File: config.mk
export PLATFORM = sky130hd
export DESIGN_NAME = csr_trap
export DESIGN_NICKNAME = d
export VERILOG_FILES = /design/src/rtl/csr_trap.sv
export SDC_FILE = /design/constraint.sdc
export NUM_CORES = 1
export LEC_CHECK = 0
export CAP_MARGIN = 40
export CORE_MARGIN = 4
export CORE_UTILIZATION = 43
export DETAILED_ROUTE_END_ITERATION = 8
export HOLD_SLACK_MARGIN = 0.03
export MAX_ROUTING_LAYER = met4
export PLACE_DENSITY_LB_ADDON = 0.05
export SLEW_MARGIN = 10
export SYNTH_ARGS = -nofsm -noshare
export SYNTH_HDL_FRONTEND = slang
export SYNTH_SLANG_ARGS = --single-unit
File: constraint.sdc
create_clock -name clk -period 8.9 [get_ports clk]
set_input_delay 1.78 -clock clk [delete_from_list [all_inputs] [get_ports clk]]
set_output_delay 1.78 -clock clk [all_outputs]
set_load 0.02 [all_outputs]
File: src/rtl/csr_trap.sv
// rtl/csr_trap.sv - machine-mode CSR file with trap entry/mret state and cycle/instret counters
module csr_trap #(
    parameter logic [31:0] RESET_MTVEC = 32'h0000_0000
) (
    input  logic        clk,
    input  logic        rst,
    input  logic        trap,
    input  logic [4:0]  trap_src,
    input  logic [31:0] trap_pc,
    input  logic [31:0] trap_val,
    input  logic        mret,
    input  logic        instret,
    input  logic [1:0]  csr_op,
    input  logic [11:0] csr_addr,
    input  logic [31:0] csr_wdata,
    output logic [31:0] csr_rdata,
    output logic        csr_illegal,
    output logic [31:0] mtvec_rdata,
    output logic [31:0] mepc_rdata,
    output logic        mie
);

    localparam logic [11:0] ADDR_MSTATUS   = 12'h300;
    localparam logic [11:0] ADDR_MTVEC     = 12'h305;
    localparam logic [11:0] ADDR_MSCRATCH  = 12'h340;
    localparam logic [11:0] ADDR_MEPC      = 12'h341;
    localparam logic [11:0] ADDR_MCAUSE    = 12'h342;
    localparam logic [11:0] ADDR_MTVAL     = 12'h343;
    localparam logic [11:0] ADDR_MCYCLE    = 12'hB00;
    localparam logic [11:0] ADDR_MINSTRET  = 12'hB02;
    localparam logic [11:0] ADDR_MCYCLEH   = 12'hB80;
    localparam logic [11:0] ADDR_MINSTRETH = 12'hB82;

    localparam logic [1:0] OP_NONE  = 2'b00;
    localparam logic [1:0] OP_WRITE = 2'b01;
    localparam logic [1:0] OP_SET   = 2'b10;

    localparam logic [31:0] ALIGN_MASK = 32'hFFFF_FFFC;

    logic        mie_q, mie_d;
    logic        mpie_q, mpie_d;
    logic [31:0] mtvec_q, mtvec_d;
    logic [31:0] mscratch_q, mscratch_d;
    logic [31:0] mepc_q, mepc_d;
    logic [31:0] mcause_q, mcause_d;
    logic [31:0] mtval_q, mtval_d;
    logic [63:0] mcycle_q, mcycle_d;
    logic [63:0] minstret_q, minstret_d;

    logic        csr_hit;
    logic [31:0] csr_old;
    logic [31:0] csr_new;
    logic        csr_wen;
    logic        instret_inc;

    // MPP is hardwired to machine mode, so mstatus always reads 0x1800 plus MIE/MPIE.
    always_comb begin
        csr_hit = 1'b1;
        csr_old = 32'h0;
        unique case (csr_addr)
            ADDR_MSTATUS:   csr_old = {19'h0, 2'b11, 3'b000, mpie_q, 3'b000, mie_q, 3'b000};
            ADDR_MTVEC:     csr_old = mtvec_q;
            ADDR_MSCRATCH:  csr_old = mscratch_q;
            ADDR_MEPC:      csr_old = mepc_q;
            ADDR_MCAUSE:    csr_old = mcause_q;
            ADDR_MTVAL:     csr_old = mtval_q;
            ADDR_MCYCLE:    csr_old = mcycle_q[31:0];
            ADDR_MCYCLEH:   csr_old = mcycle_q[63:32];
            ADDR_MINSTRET:  csr_old = minstret_q[31:0];
            ADDR_MINSTRETH: csr_old = minstret_q[63:32];
            default:        csr_hit = 1'b0;
        endcase
    end

    always_comb begin
        csr_new = csr_old & ~csr_wdata;
        if (csr_op == OP_WRITE) begin
            csr_new = csr_wdata;
        end else if (csr_op == OP_SET) begin
            csr_new = csr_old | csr_wdata;
        end
    end

    assign csr_illegal = (csr_op != OP_NONE) && !csr_hit;
    assign csr_wen     = (csr_op != OP_NONE) && csr_hit && !trap;
    assign instret_inc = instret && !trap;

    assign csr_rdata   = csr_old;
    assign mtvec_rdata = mtvec_q;
    assign mepc_rdata  = mepc_q;
    assign mie         = mie_q;

    // Writing one counter half replaces that half's increment; the written low half never carries.
    always_comb begin
        mcycle_d = mcycle_q + 64'd1;
        if (csr_wen && csr_addr == ADDR_MCYCLE) begin
            mcycle_d = {mcycle_q[63:32], csr_new};
        end else if (csr_wen && csr_addr == ADDR_MCYCLEH) begin
            mcycle_d = {csr_new, mcycle_q[31:0] + 32'd1};
        end

        minstret_d = minstret_q + {63'h0, instret_inc};
        if (csr_wen && csr_addr == ADDR_MINSTRET) begin
            minstret_d = {minstret_q[63:32], csr_new};
        end else if (csr_wen && csr_addr == ADDR_MINSTRETH) begin
            minstret_d = {csr_new, minstret_q[31:0] + {31'h0, instret_inc}};
        end
    end

    // Later assignments win: csr write < mret (mstatus only) < trap.
    always_comb begin
        mie_d      = mie_q;
        mpie_d     = mpie_q;
        mtvec_d    = mtvec_q;
        mscratch_d = mscratch_q;
        mepc_d     = mepc_q;
        mcause_d   = mcause_q;
        mtval_d    = mtval_q;

        if (csr_wen) begin
            unique case (csr_addr)
                ADDR_MSTATUS: begin
                    mie_d  = csr_new[3];
                    mpie_d = csr_new[7];
                end
                ADDR_MTVEC:    mtvec_d    = csr_new & ALIGN_MASK;
                ADDR_MSCRATCH: mscratch_d = csr_new;
                ADDR_MEPC:     mepc_d     = csr_new & ALIGN_MASK;
                ADDR_MCAUSE:   mcause_d   = csr_new;
                ADDR_MTVAL:    mtval_d    = csr_new;
                default: ;
            endcase
        end

        if (mret) begin
            mie_d  = mpie_q;
            mpie_d = 1'b1;
        end

        if (trap) begin
            mepc_d   = trap_pc & ALIGN_MASK;
            mcause_d = {27'h0, trap_src};
            mtval_d  = trap_val;
            mpie_d   = mie_q;
            mie_d    = 1'b0;
        end
    end

    always_ff @(posedge clk) begin
        if (rst) begin
            mie_q      <= 1'b0;
            mpie_q     <= 1'b0;
            mtvec_q    <= RESET_MTVEC & ALIGN_MASK;
            mscratch_q <= 32'h0;
            mepc_q     <= 32'h0;
            mcause_q   <= 32'h0;
            mtval_q    <= 32'h0;
            mcycle_q   <= 64'h0;
            minstret_q <= 64'h0;
        end else begin
            mie_q      <= mie_d;
            mpie_q     <= mpie_d;
            mtvec_q    <= mtvec_d;
            mscratch_q <= mscratch_d;
            mepc_q     <= mepc_d;
            mcause_q   <= mcause_d;
            mtval_q    <= mtval_d;
            mcycle_q   <= mcycle_d;
            minstret_q <= minstret_d;
        end
    end

endmodule

==> out/results.tsv, run 1 <==
stage	metric	value	unit
grt	initial antenna violation count	2	
yosys	syn_area_per_cell	8.06	sq um
layout	commonest cells after routing, fill and taps aside	dfxtp_1, nand2_1, clkdlybuf4s50_1	
critical_path	CP max-delay cell	or4b_1	
sta	f_max	134	MHz
clocking	Max Root-Sink Buffers	3	
critical_path	crit path DAT	5700	ps
floorplan	Ports	218	
place	port buffer count	211	
critical_path	worst-path cell chain	clkdlybuf4s50_1 -> or4b_1 -> nor3_2 -> buf_4 -> a22oi_1 -> nand2_1 -> clkdlybuf4s50_1	
place	Area after DPL	20100	sq um
drt	post-route DRC violation count	0	
drt	antenna-violating nets left	0	
drt	vias	19800	
power	power per cell area	154	nW/um^2
grt	grt ovf	0	
grt	first-pass GRT wire length	126000	microns
sta	post-layout min period	7480	ps
drt	vias per inst	6.95	
clocking	cts hold-fix bufs	0	
clocking	PostCTS Resize Cnt	0	
critical_path	crit start category	input port	
drt	Detailed Routing Iterations Pass 1	6	
clocking	clock transition at the registers of the reported paths	60	ps
yosys	Unique masters post-synth	92	
clocking	clk_lat worst skew	570	ps
grt	vias in the first global route	17700	
floorplan	Die Y	209	microns
worst_hold_path	min-delay worst type	flop to flop	
layout	Layout area overhead	22.8	%
floorplan	core area	39800	sq um
clocking	CTS tree	yes	
yosys	Mapped Cells	2157	
drt	Routed wire per std cell	31.1	microns
yosys	FFs w/ async S/R, synth	0	%
place	GPL Wtd Cong	1.07	
yosys	cell area after synthesis	17400	sq um
worst_hold_path	hold wc startpoint	mscratch_q[30]	
sta	Slew Viols, Final	0	
critical_path	r2r startpoint	minstret_q[6]	
clocking	Inserted Clock Buffers	36	
critical_path	Crit path max-delay family	simple AND/OR/NAND/NOR gates	
sta	Clock Skews	25.7	ps
place	Detailed Place HPWL	64800	microns
yosys	#FFs+latches synth	286	
clocking	post-CTS setup buffer count	0	
critical_path	Crit path top cell by count	clkdlybuf4s50_1	
grt	pin count of the biggest net entering global routing	69	
run_status	status	completed	
floorplan	effective utilization at floorplan	43.7	%
sta	setup TNS	0	ps
critical_path	Worst Path Max Fanout	14	
sta	post-route clock period utilization	84.0	%
drt	DR iter-0 viols	2970	
sta	Hold Vio Cnt, Final	0	
layout	nets@finish	2424	
critical_path	Setup CP Type	input port to output pin	
critical_path	CP startpoint	csr_addr[3]	
layout	Design Area, Final	21400	sq um
clocking	CTS sink count	286	
place	Placement Setup Slack	1620	ps
critical_path	Worst EP required	7120	ps
power	Tot Pwr	3.30	mW
sta	Setup Viol. Count Final	0	
yosys	Seq/Total Area, Yosys	32.9	%
power	leak pwr	7.27	nW
run	Max-Cap Viols	0	
sta	final worst slack	1420	ps
sta	RSZ-0062 raised after global routing	false	
grt	All-Layer GR Usage	39.6	%
layout	commonest non-fill, non-tap cell in the layout	dfxtp_1	
critical_path	Worst Path Buf+Inv	3	
yosys	Top FF cell, synth	dfxtp_1	
critical_path	CP max stage delay	1000	ps
sta	Slew Limit Headroom	26.7	%
layout	final core occ	53.6	%
layout	layout cells sized above 1	9.66	%
floorplan	Cell Rows	73	
clocking	Root Buffer	clkbuf_16	
clocking	# H-tree levels	2	
sta	Tightest Pin Transition	1100	ps
floorplan	Die W	209	microns
drt	total wire length	88900	microns
power	VDD IR-drop max	0.142	mV
yosys	Synth Warn #	0	
yosys	EDFF count, synth	0	
critical_path	CP Capture Type	output pin	
floorplan	Die ar.	43700	sq um
[worst min-delay path: cells and delay by family (launching register included)]
kind | cells | cell delay, ps
flip-flops | 1 | 310
AO/OA/AOI/OAI | 1 | 50
AND/OR/NAND/NOR | 1 | 50
[per-stage QoR]
stage / hold slack [ps] / std cells
detailed placement: 444 / 2787
global route: 481 / 2855
global placement: 440 / 2767
CTS: 451 / 2853
finish: 458 / 2855
floorplan: 431 / 2160
[path summary, 6_finish.rpt]
path | to | slack, ps | cells past startpoint
worst min-delay path | mscratch_q[30] | 460 | 2
worst min register to register | mscratch_q[30] | 460 | 2
worst max-delay path | csr_rdata[2] | 1420 | 7
worst max register to register | minstret_q[34] | 5580 | 6
[area by class of cell]
| class | count | area (sq um) |
|---|---|---|
| Antenna cell | 1 | 2.50 |
| Clock buffer | 57 | 1110 |
| Clock inverter | 9 | 131 |
| Fill cell | 3877 | 18500 |
| Inverter | 44 | 165 |
| Multi-Input combinational cell | 1653 | 10800 |
| Sequential cell | 286 | 5730 |
| Tap cell | 525 | 657 |
| Timing Repair Buffer | 280 | 2710 |
[report_power, final]
group          switching [mW]  leakage (nW)  total (mW)  internal, mW
sequential             0.0207          2.32        1.32          1.30
clock                   0.626         0.614        1.57         0.947
combinational           0.258          4.33       0.398         0.140
total                   0.905          7.27        3.30          2.39
[per-layer routing]
| layer | track usage, % | up-vias | wire [microns] |
|---|---|---|---|
| met1 | 52.9 | 9547 | 35000 |
| met5 | - | - | 0 |
| met2 | 56.0 | 1433 | 36900 |
| li1 | - | 8571 | - |
| met3 | 10.1 | 294 | 11300 |
| met4 | 18.8 | 0 | 5570 |
[state kept, by name (all words and copies together) (netlist names)]
signal,cells
mcause_q,32
mcycle_q,64
mepc_rdata,30
mie,1
minstret_q,64
mpie_q,1
mscratch_q,32
mtval_q,32
mtvec_rdata,30
[cell families (layout without fill, tap and decap cells)]
kind of cell / after synthesis / after routing / synth area share (%)
compound gates: 616 / 616 / 24.8
xor+xnor: 90 / 90 / 4.53
fa+ha+maj: 3 / 3 / 0.216
buf+inv: 221 / 390 / 5.37
flops: 286 / 286 / 32.9
mux: 82 / 82 / 5.06
other cells: 1 / 5 / 0.0216
simple gates: 858 / 858 / 27.1
[cells in the mapped netlist (7+ instances only)]
| cell | number | area, sq um |
|---|---|---|
| dfxtp_1 | 286 | 5730 |
| nand2_1 | 225 | 845 |
| nand3_1 | 130 | 651 |
| nor2_1 | 114 | 428 |
| o21ai_0 | 109 | 546 |
| clkbuf_1 | 101 | 379 |
| a21oi_1 | 97 | 485 |
| nand4_1 | 85 | 532 |
| xnor2_1 | 64 | 561 |
| a22oi_1 | 63 | 473 |
| mux2i_1 | 61 | 611 |
| o22ai_1 | 61 | 382 |
| nor4_1 | 57 | 357 |
| a211oi_1 | 56 | 420 |
| buf_2 | 53 | 265 |
| and4_1 | 45 | 394 |
| inv_1 | 44 | 165 |
| nor3_1 | 44 | 220 |
| xor2_1 | 26 | 228 |
| and3_1 | 24 | 150 |
| a22o_1 | 19 | 166 |
| a31oi_1 | 19 | 119 |
| o211ai_1 | 19 | 143 |
| mux2_2 | 18 | 203 |
| a221oi_1 | 17 | 149 |
| o21a_1 | 17 | 128 |
| or4_1 | 17 | 128 |
| nand2b_1 | 16 | 100 |
| or2_2 | 15 | 93.8 |
| and2_1 | 14 | 87.6 |
| buf_1 | 14 | 52.6 |
| a2111oi_0 | 12 | 105 |
| or3_1 | 12 | 75.1 |
| a21o_1 | 10 | 75.1 |
| a222oi_1 | 10 | 100 |
| a31o_2 | 9 | 78.8 |
| o2bb2ai_1 | 9 | 78.8 |
| buf_4 | 8 | 60.1 |
| nor4_4 | 8 | 170 |
| a41oi_1 | 7 | 61.3 |
| nor2b_1 | 7 | 43.8 |
No activity file was read; power rests on OpenSTA's default activity.
==> inputs of run 2 (changes only) <==
clock period = 6.73 ns   (was 8.9 ns; I/O delays follow)
==> run 2 against run 1 <==
  * Register-to-register slack worse by 2400 ps
  * Sequential share of layout area about the same
  * Clock skew down 4.2 ps
  * Global-route usage up 1.2 points
==> out/results.tsv, run 2 (synthesis results as in run 1) <==
stage	metric	value	unit	change
sta	post-route clock period utilization	95.8	%	
power	sequential share of power	41.3	%	+1.1 points
power	combinational share of power	12.2	%	about the same
sta	Tightest Pin Transition	997	ps	-103 ps
drt	vias per inst	6.96		+0.20%
clocking	CTS tree	yes		
grt	All-Layer GR Usage	40.8	%	+1.2 points
run	Max-Cap Viols	0		unchanged
drt	Routed wire per std cell	31.7	microns	+1.7%
drt	Detailed Routing Iterations Pass 1	7		+1
critical_path	crit start category	input port		
drt	post-route DRC violation count	0		unchanged
critical_path	Worst Path Max Fanout	14		unchanged
grt	vias in the first global route	18400		+3.8%
grt	pin count of the biggest net entering global routing	64		-7.2%
drt	vias	20000		+0.94%
place	GPL Wtd Cong	1.07		+0.21%
critical_path	CP Capture Type	output pin		
sta	worst hold slack	456	ps	-2.11 ps
power	VDD IR-drop max	0.178	mV	+25%
drt	DR iter-0 viols	3009		+1.3%
sta	Slew Viols, Final	0		unchanged
sta	Slew Limit Headroom	33.5	%	+6.8 points
sta	setup TNS	0	ps	unchanged
sta	Clock Skews	21.5	ps	-4.18 ps
clocking	post-CTS setup buffer count	0		unchanged
critical_path	Worst Path Buf+Inv	3		unchanged
floorplan	Die W	209	microns	unchanged
clocking	Max Root-Sink Buffers	3		unchanged
layout	layout cells sized above 1	10.5	%	+0.86 points
power	leak pwr	7.32	nW	+0.80%
power	Net Sw Frac	27.6	%	+0.089 points
critical_path	Crit path max-delay family	simple AND/OR/NAND/NOR gates		
grt	initial antenna violation count	3		+1
run_status	status	completed		
layout	top flop regs	mcycle_q x64, minstret_q x64		
critical_path	Setup CP Type	input port to output pin		
clocking	clk_lat worst skew	560	ps	about the same
place	Detailed Place HPWL	67200	microns	+3.6%
power	Switch Pwr	1.17	mW	+29%
critical_path	Crit path top cell by count	clkdlybuf4s50_1		
worst_hold_path	min-delay worst type	flop to flop		
drt	total wire length	91100	microns	+2.4%
power	Clk pwr share	46.5	%	-1.2 points
floorplan	Ports	218		unchanged
floorplan	Die Y	209	microns	unchanged
grt	first-pass GRT wire length	130000	microns	+2.8%
clocking	CTS sink count	286		unchanged
clocking	Root Buffer	clkbuf_16		
critical_path	crit path DAT	5100	ps	-600 ps
floorplan	core area	39800	sq um	unchanged
clocking	cts hold-fix bufs	0		unchanged
sta	post-layout min period	6440	ps	
floorplan	Die ar.	43700	sq um	unchanged
clocking	clock transition at the registers of the reported paths	60	ps	about the same
layout	commonest cells after routing, fill and taps aside	dfxtp_1, nand2_1, clkdlybuf4s50_1		
layout	commonest non-fill, non-tap cell in the layout	dfxtp_1		
critical_path	worst-path cell chain	clkdlybuf4s50_1 -> or4_1 -> buf_4 -> nor4_1 -> nor2_1 -> nand2_1 -> clkdlybuf4s50_1		
floorplan	effective utilization at floorplan	43.7	%	unchanged
sta	final worst slack	286	ps	-1130 ps
layout	Layout area overhead	23.0	%	
clocking	PostCTS Resize Cnt	0		unchanged
sta	f_max	155	MHz	
layout	nets@finish	2447		+0.95%
critical_path	Worst EP required	5380	ps	-1740 ps
critical_path	CP max-delay cell	or4_1		
clocking	Inserted Clock Buffers	35		-2.8%
sta	RSZ-0062 raised after global routing	false		
place	port buffer count	211		unchanged
power	power per cell area	198	nW/um^2	+29%
grt	grt ovf	0		unchanged
sta	Setup Viol. Count Final	0		unchanged
floorplan	Cell Rows	73		unchanged
place	Placement Setup Slack	499	ps	-1120 ps
power	Power Internal	3.07	mW	+29%
sta	Hold Vio Cnt, Final	0		unchanged
drt	antenna-violating nets left	0		unchanged
critical_path	CP max stage delay	960	ps	-40 ps
clocking	# H-tree levels	2		unchanged
[run 2: metrics by stage]
step	std cells	cell area (sq um)	util (%)	power (mW)
after floorplan	2160	17400	-	2.02
after global placement	2801	20100	50.5	2.28
after detailed placement	2812	20200	50.8	2.29
after CTS	2873	21400	53.7	4.23
after global routing	2876	21400	53.7	4.32
final	2876	21400	53.7	4.24
[run 2: per-layer routing]
| layer | vias up | global-route usage [%] | part of all wire, % |
|---|---|---|---|
| met5 | - | - | 0 |
| met4 | 0 | 20.1 | 6.2 |
| met3 | 305 | 11.1 | 13 |
| met2 | 1464 | 57.8 | 42 |
| met1 | 9652 | 53.7 | 40 |
| li1 | 8610 | - | - |
[run 2: final cells by class]
cell class | instances | area (sq um)
antenna | 3 | 7.51
clock buffer | 50 | 1010
clock inverter | 11 | 130
fill | 3843 | 18400
inverter | 44 | 165
multi-input combinational | 1653 | 10800
sequential | 286 | 5730
tap | 525 | 657
timing repair buffer | 304 | 2860
[run 2: final timing paths]
check / from / endpoint / slack (ps) / depth (start not counted)
worst max-delay path: csr_addr[3] / csr_rdata[13] / 290 / 7
worst min register to register: mscratch_q[15] / mscratch_q[15] / 460 / 2
worst min-delay path: mscratch_q[15] / mscratch_q[15] / 460 / 2
worst max register to register: minstret_q[8] / minstret_q[52] / 3220 / 6
[run 2: tightest hold or removal path, stage by stage, from the launching register on]
cell and delay (ps):
dfxtp_1 310, nand2_1 50, a21oi_1 50
[run 2: power by group through the flow]
stage | Sequential [mW] | Combinational (mW) | Clock, mW
2_1_floorplan | 1.79 | 0.233 | 0
3_3_place_gp | 1.79 | 0.491 | 0
3_5_place_dp | 1.79 | 0.499 | 0
4_1_cts | 1.75 | 0.501 | 1.98
5_1_grt | 1.75 | 0.530 | 2.04
6_report | 1.75 | 0.517 | 1.97
